===== src/rtl/seq_detect_pkg.sv =====
// Shared types and constants for the serial pattern detector: FSM state
// encoding and the overlap-mode names used by the controller and match core.
package seq_detect_pkg;

    typedef enum logic [1:0] {
        ST_IDLE  = 2'd0,
        ST_LOAD  = 2'd1,
        ST_SHIFT = 2'd2,
        ST_DONE  = 2'd3
    } state_t;

    localparam logic MODE_NONOVL = 1'b0;
    localparam logic MODE_OVL    = 1'b1;

    // True when a counter of the given value has no headroom left.
    function automatic logic is_all_ones(input logic [31:0] value, input int width);
        logic [31:0] mask;
        mask = (width >= 32) ? 32'hFFFF_FFFF : ((32'd1 << width) - 32'd1);
        return (value & mask) == mask;
    endfunction

endpackage


===== src/rtl/pat_match_core.sv =====
// Bit-serial pattern matcher: keeps the last PAT_W-1 bits and a fill count,
// and flags a match when the incoming bit completes the pattern.
module pat_match_core
    import seq_detect_pkg::*;
#(
    parameter int PAT_W = 5
) (
    input  logic             clk,
    input  logic             rst,
    input  logic             clear,
    input  logic             bit_valid,
    input  logic             bit_in,
    input  logic [PAT_W-1:0] pattern,
    input  logic             overlap,
    output logic             match
);

    localparam int FILL_W = (PAT_W > 2) ? $clog2(PAT_W) : 1;
    localparam logic [FILL_W-1:0] FILL_FULL = FILL_W'(PAT_W - 1);

    logic [PAT_W-2:0]  hist_q, hist_d;
    logic [FILL_W-1:0] fill_q, fill_d;
    logic [PAT_W-1:0]  window;

    assign window = {hist_q, bit_in};
    assign match  = bit_valid && (window == pattern) && (fill_q == FILL_FULL);

    always_comb begin
        hist_d = hist_q;
        fill_d = fill_q;
        if (clear) begin
            hist_d = '0;
            fill_d = '0;
        end else if (bit_valid) begin
            hist_d = window[PAT_W-2:0];
            // Non-overlapping: forget the bits that formed this match.
            if (match && (overlap == MODE_NONOVL)) begin
                fill_d = '0;
            end else if (fill_q != FILL_FULL) begin
                fill_d = fill_q + 1'b1;
            end
        end
    end

    always_ff @(posedge clk or negedge rst) begin
        if (!rst) begin
            hist_q <= '0;
            fill_q <= '0;
        end else begin
            hist_q <= hist_d;
            fill_q <= fill_d;
        end
    end

endmodule


===== src/rtl/seq_detect_ctrl.sv =====
// Frame controller: accepts bytes, serializes them MSB-first into the match
// core, counts matches over a frame and pulses done with the final count.
module seq_detect_ctrl
    import seq_detect_pkg::*;
#(
    parameter int PAT_W  = 5,
    parameter int DATA_W = 8,
    parameter int CNT_W  = 8
) (
    input  logic              clk,
    input  logic              rst,
    input  logic              start,
    input  logic [PAT_W-1:0]  cfg_pattern,
    input  logic              cfg_overlap,
    input  logic [CNT_W-1:0]  cfg_frame_len,
    input  logic              in_valid,
    input  logic [DATA_W-1:0] in_data,
    output logic              in_ready,
    output logic              busy,
    output logic              hit,
    output logic [CNT_W-1:0]  match_count,
    output logic              overflow,
    output logic              done
);

    localparam int IDX_W = (DATA_W > 1) ? $clog2(DATA_W) : 1;

    state_t             state_q, state_d;
    logic [DATA_W-1:0]  byte_q, byte_d;
    logic [IDX_W-1:0]   bit_idx_q, bit_idx_d;
    logic [CNT_W-1:0]   bytes_left_q, bytes_left_d;
    logic [CNT_W-1:0]   count_q, count_d;
    logic               overflow_q, overflow_d;
    logic [PAT_W-1:0]   pattern_q, pattern_d;
    logic               overlap_q, overlap_d;

    logic core_clear;
    logic core_valid;
    logic core_bit;
    logic core_match;

    assign core_clear = (state_q == ST_IDLE) && start;
    assign core_valid = (state_q == ST_SHIFT);
    assign core_bit   = byte_q[bit_idx_q];

    pat_match_core #(
        .PAT_W (PAT_W)
    ) u_core (
        .clk       (clk),
        .rst       (rst),
        .clear     (core_clear),
        .bit_valid (core_valid),
        .bit_in    (core_bit),
        .pattern   (pattern_q),
        .overlap   (overlap_q),
        .match     (core_match)
    );

    always_comb begin
        state_d      = state_q;
        byte_d       = byte_q;
        bit_idx_d    = bit_idx_q;
        bytes_left_d = bytes_left_q;
        count_d      = count_q;
        overflow_d   = overflow_q;
        pattern_d    = pattern_q;
        overlap_d    = overlap_q;

        case (state_q)
            ST_IDLE: begin
                if (start) begin
                    pattern_d    = cfg_pattern;
                    overlap_d    = cfg_overlap;
                    bytes_left_d = cfg_frame_len;
                    count_d      = '0;
                    overflow_d   = 1'b0;
                    state_d      = (cfg_frame_len == '0) ? ST_DONE : ST_LOAD;
                end
            end
            ST_LOAD: begin
                if (in_valid) begin
                    byte_d    = in_data;
                    bit_idx_d = IDX_W'(DATA_W - 1);
                    state_d   = ST_SHIFT;
                end
            end
            ST_SHIFT: begin
                bit_idx_d = bit_idx_q - 1'b1;
                if (core_match) begin
                    if (is_all_ones(32'(count_q), CNT_W)) begin
                        overflow_d = 1'b1;
                    end else begin
                        count_d = count_q + 1'b1;
                    end
                end
                if (bit_idx_q == '0) begin
                    bytes_left_d = bytes_left_q - 1'b1;
                    state_d      = (bytes_left_q == CNT_W'(1)) ? ST_DONE : ST_LOAD;
                end
            end
            ST_DONE: begin
                state_d = ST_IDLE;
            end
            default: begin
                state_d = ST_IDLE;
            end
        endcase
    end

    always_ff @(posedge clk or negedge rst) begin
        if (!rst) begin
            state_q      <= ST_IDLE;
            byte_q       <= '0;
            bit_idx_q    <= '0;
            bytes_left_q <= '0;
            count_q      <= '0;
            overflow_q   <= 1'b0;
            pattern_q    <= '0;
            overlap_q    <= MODE_NONOVL;
        end else begin
            state_q      <= state_d;
            byte_q       <= byte_d;
            bit_idx_q    <= bit_idx_d;
            bytes_left_q <= bytes_left_d;
            count_q      <= count_d;
            overflow_q   <= overflow_d;
            pattern_q    <= pattern_d;
            overlap_q    <= overlap_d;
        end
    end

    // Status outputs decode straight from state so reset clears them at once.
    assign in_ready    = (state_q == ST_LOAD);
    assign busy        = (state_q != ST_IDLE);
    assign done        = (state_q == ST_DONE);
    assign hit         = (state_q == ST_SHIFT) && core_match;
    assign match_count = count_q;
    assign overflow    = overflow_q;

endmodule


===== config.mk =====
export PLATFORM = sky130hd
export DESIGN_NAME = seq_detect_ctrl
export DESIGN_NICKNAME = d
export VERILOG_FILES = /design/src/rtl/seq_detect_pkg.sv /design/src/rtl/pat_match_core.sv /design/src/rtl/seq_detect_ctrl.sv
export SDC_FILE = /design/constraint.sdc
export NUM_CORES = 1
export LEC_CHECK = 0
export BUFFER_PORTS_ARGS = -buffer_cell sky130_fd_sc_hd__buf_4
export CORE_MARGIN = 3
export CORE_UTILIZATION = 46
export DETAILED_ROUTE_END_ITERATION = 6
export PLACE_DENSITY = 0.66
export REMOVE_ABC_BUFFERS = 1
export SETUP_SLACK_MARGIN = 0.5
export SKIP_LAST_GASP = 1
export SLEW_MARGIN = 25
export SYNTH_ARGS = -nofsm -noshare
export SYNTH_HDL_FRONTEND = slang
export SYNTH_SLANG_ARGS = --single-unit

===== constraint.sdc =====
create_clock -name clk -period 4 [get_ports clk]
set_clock_uncertainty 0.2 [all_clocks]
set_input_delay 0.8 -clock clk [delete_from_list [all_inputs] [get_ports clk]]
set_output_delay 0.8 -clock clk [all_outputs]
set_load 0.03 [all_outputs]

==> summary.md <==
| Metric | Value |
|---|---|
| Clock Tree Root | `clkbuf_8` |
| Leading area contributor after synthesis | `dfrtp_1` |
| Core Region | `0.004817 mm²` |
| MaxCap Viol Count | `0` |
| Worst Hold Class | `in2async` |
| Bufs and invs on worst path | `1` |
| Vias | `1,864` |
| Yosys warning count | `0` |
| Worst-Margin Slew | `656.8 ps` |
| Crit. End Element | `output port` |
| Ranking of synthesized cells by area | `dfrtp_1 (46%), mux2_2 (6.7%), nand2_1 (4.2%), ha_1 (3.7%), nor2_1 (2.7%)` |
| Critical path class | `reg2out` |
| Gr ovfl total | `0` |
| Synth-to-layout area growth | `19.98%` |
| Row count | `25` |
| Fin crit period | `3141 ps` |
| Storage cell area | `0.001076 mm²` |
| Via density | `5.434` |
| Met3 wire length | `244 µm` |
| Initial Util | `48.62%` |
| CTS buffer count | `5` |
| Initial antenna violation count | `0` |
| Max stage delay on crit path | `620 ps` |
| WL met1 | `2274 µm` |
| Critical path, cell by cell | `mux4_1 -> mux2i_4 -> xnor2_2 -> nor2_1 -> buf_4` |
| Maximum vdd drop | `336.2 µV` |
| Hold Vio Cnt, Final | `0` |
| Iter 0 DRT Violations | `51` |
| Post-DR wirelength/cell | `14.04 µm` |
| Commonest non-fill, non-tap cell in the layout | `dfrtp_1` |
| DR top layer | `met4` |
| Post-synth EDFFs | `0` |
| Critical Path Slowest Stage Cell | `mux4_1` |
| Footprint of the multi-input gates | `0.001184 mm²` |
| Post-Synthesis Cells | `238` |
| Synth cell types | `44` |
| Met2 routed WL | `2248 µm` |
| Final cycle utilization of the critical path | `78.51%` |
| Max FO, Critical Path | `10` |
| Synth Cell Area | `0.002342 mm²` |
| Crit path required time | `3000 ps` |
| Diode count | `0` |
| Die Y | `77.36 µm` |
| Max-slew violations | `0` |
| Skew-Pair Late Insertion Delay | `300 ps` |
| Endpoints failing setup | `0` |
| Tot Pwr | `1.898 mW` |
| First-pass GRT wire length | `8135 µm` |
| Crit path launch type | `register` |
| Post-route antenna net violation count | `0` |
| Port bufs | `38` |
| WP data arrival | `2140 ps` |
| Slew headroom | `55.88%` |
| CTS tree | `done` |
| Async SR Flop Fraction | `100.0%` |
| Final Wtd Congestion | `0.8185` |
| P per Cell Area | `675.2 mW/mm²` |
| Final net count | `308` |
| Clock transition at path regs | `80 ps` |
| Hpwl dp | `3355 µm` |
| CP top delay family | `multiplexers` |
| Area share of the largest cell type after synthesis | `45.94%` |
| Ys flop type | `dfrtp_1` |
| Share of post-route cells with drive strength above 1 | `24.64%` |
| Vias in the first global route | `1,753` |
| Sequential element share of the synthesized area | `45.94%` |
| Seq cells post-synth | `43` |
| Post-CTS sizing | `0` |
| Layout fillers | `459` |
| H-tree depth | `2` |
| Post-Place Setup Slack | `1173 ps` |
| DRC Markers | `0` |
| Io pins | `39` |
| DR pass1 iterations | `4` |
| Largest net degree at the start of global routing | `44` |
| Die ar. | `0.005984 mm²` |
| RSZ-0062 raised after global routing | `no` |
| Gr usage total | `16.85%` |
| Most frequent cells in the layout | `dfrtp_1 (43), buf_4 (41), nand2_1 (26), nor2_1 (17), mux2_2 (14)` |
| Die X | `77.36 µm` |
| Clock sink count | `43` |
| Fin Setup TNS | `0 ps` |
| Post-CTS setup repair buffer count | `0` |
| Static leakage | `1.279 nW` |
| Final worst setup slack | `859.5 ps` |
| Max clock buf depth | `2` |
| Post-cts hold buffer count | `0` |
| Syn avg cell area | `9.841 µm²` |
| Status | `finished, final reports clean` |
| Max Clock Freq | `318.4 MHz` |
| Total wire length | `4817 µm` |
metal layers:
metal	vias up	global-route usage, %
li1	926	-
met1	886	23.17
met2	47	26.25
met3	5	3.828
met4	0	5.872
met5	-	0
kinds of logic (layout without fill, tap and decap cells):
group,Yosys count,in the layout,synth area share [%]
compound gates,42,42,11.49
xor+xnor,6,6,2.564
fa+ha+maj,7,7,3.739
buf+inv,22,60,3.526
flops,43,43,45.94
mux,21,21,11.65
simple gates,97,97,21.10
flip-flops by register name, indices dropped and copies added (netlist names):
| register | cells |
|---|---|
| bit_idx_q | 3 |
| byte_q | 8 |
| bytes_left_q | 8 |
| match_count | 8 |
| overflow | 1 |
| overlap_q | 1 |
| pattern_q | 5 |
| state_q | 2 |
| u_core.fill_q | 3 |
| u_core.hist_q | 4 |
area by class of cell:
type                            instances  share of cell area, %
Multi-Input combinational cell        173                  42.12
Sequential cell                        43                  38.29
Timing Repair Buffer                   41                  10.95
Tap cell                               67                  2.983
Clock buffer                            6                  2.939
Inverter                               11                  1.469
Clock inverter                          2                  1.247
metrics by stage:
stage / area (µm²) / cells / util, % / hold WS, ps
2_1_floorplan: 2301 / 227 / - / 270.4
3_3_place_gp: 2693 / 335 / 55.90 / 280.5
3_5_place_dp: 2693 / 335 / 55.90 / 292.4
4_1_cts: 2810 / 343 / 58.34 / 295.2
5_1_grt: 2810 / 343 / 58.34 / 314.8
6_report: 2810 / 343 / 58.34 / 274.3
synth_stat cells (all sizes together) (2+ instances only):
cell / instances
dfrtp: 43
nand2: 26
nor2: 17
mux2: 14
inv: 11
o21ai: 11
a21oi: 10
clkbuf: 10
nand3: 10
nor3: 8
and3: 7
ha: 7
mux2i: 5
nor4: 5
xor2: 5
nand2b: 4
a31oi: 3
nand4: 3
nor2b: 3
o211ai: 3
o22a: 3
a22oi: 2
and2: 2
mux4: 2
nand3b: 2
nor3b: 2
nor4b: 2
o22ai: 2
or2: 2
final timing paths:
path | start | slack (ps) | cells past startpoint | end
max | bit_idx_q[0] | 860 | 5 | hit
max in group asynchronous | rst | 2950 | 1 | byte_q[7]
max reg2reg | bit_idx_q[0] | 1690 | 5 | match_count[5]
min | rst | 270 | 1 | match_count[2]
min in group clk | byte_q[7] | 310 | 1 | byte_q[7]
min reg2reg | byte_q[7] | 310 | 1 | byte_q[7]
power breakdown:
| part | switching, mW | internal [mW] |
|---|---|---|
| registers | 0.155 | 0.596 |
| clock network | 0.149 | 0.202 |
| logic | 0.430 | 0.365 |
(Power assumes the default switching activity.)
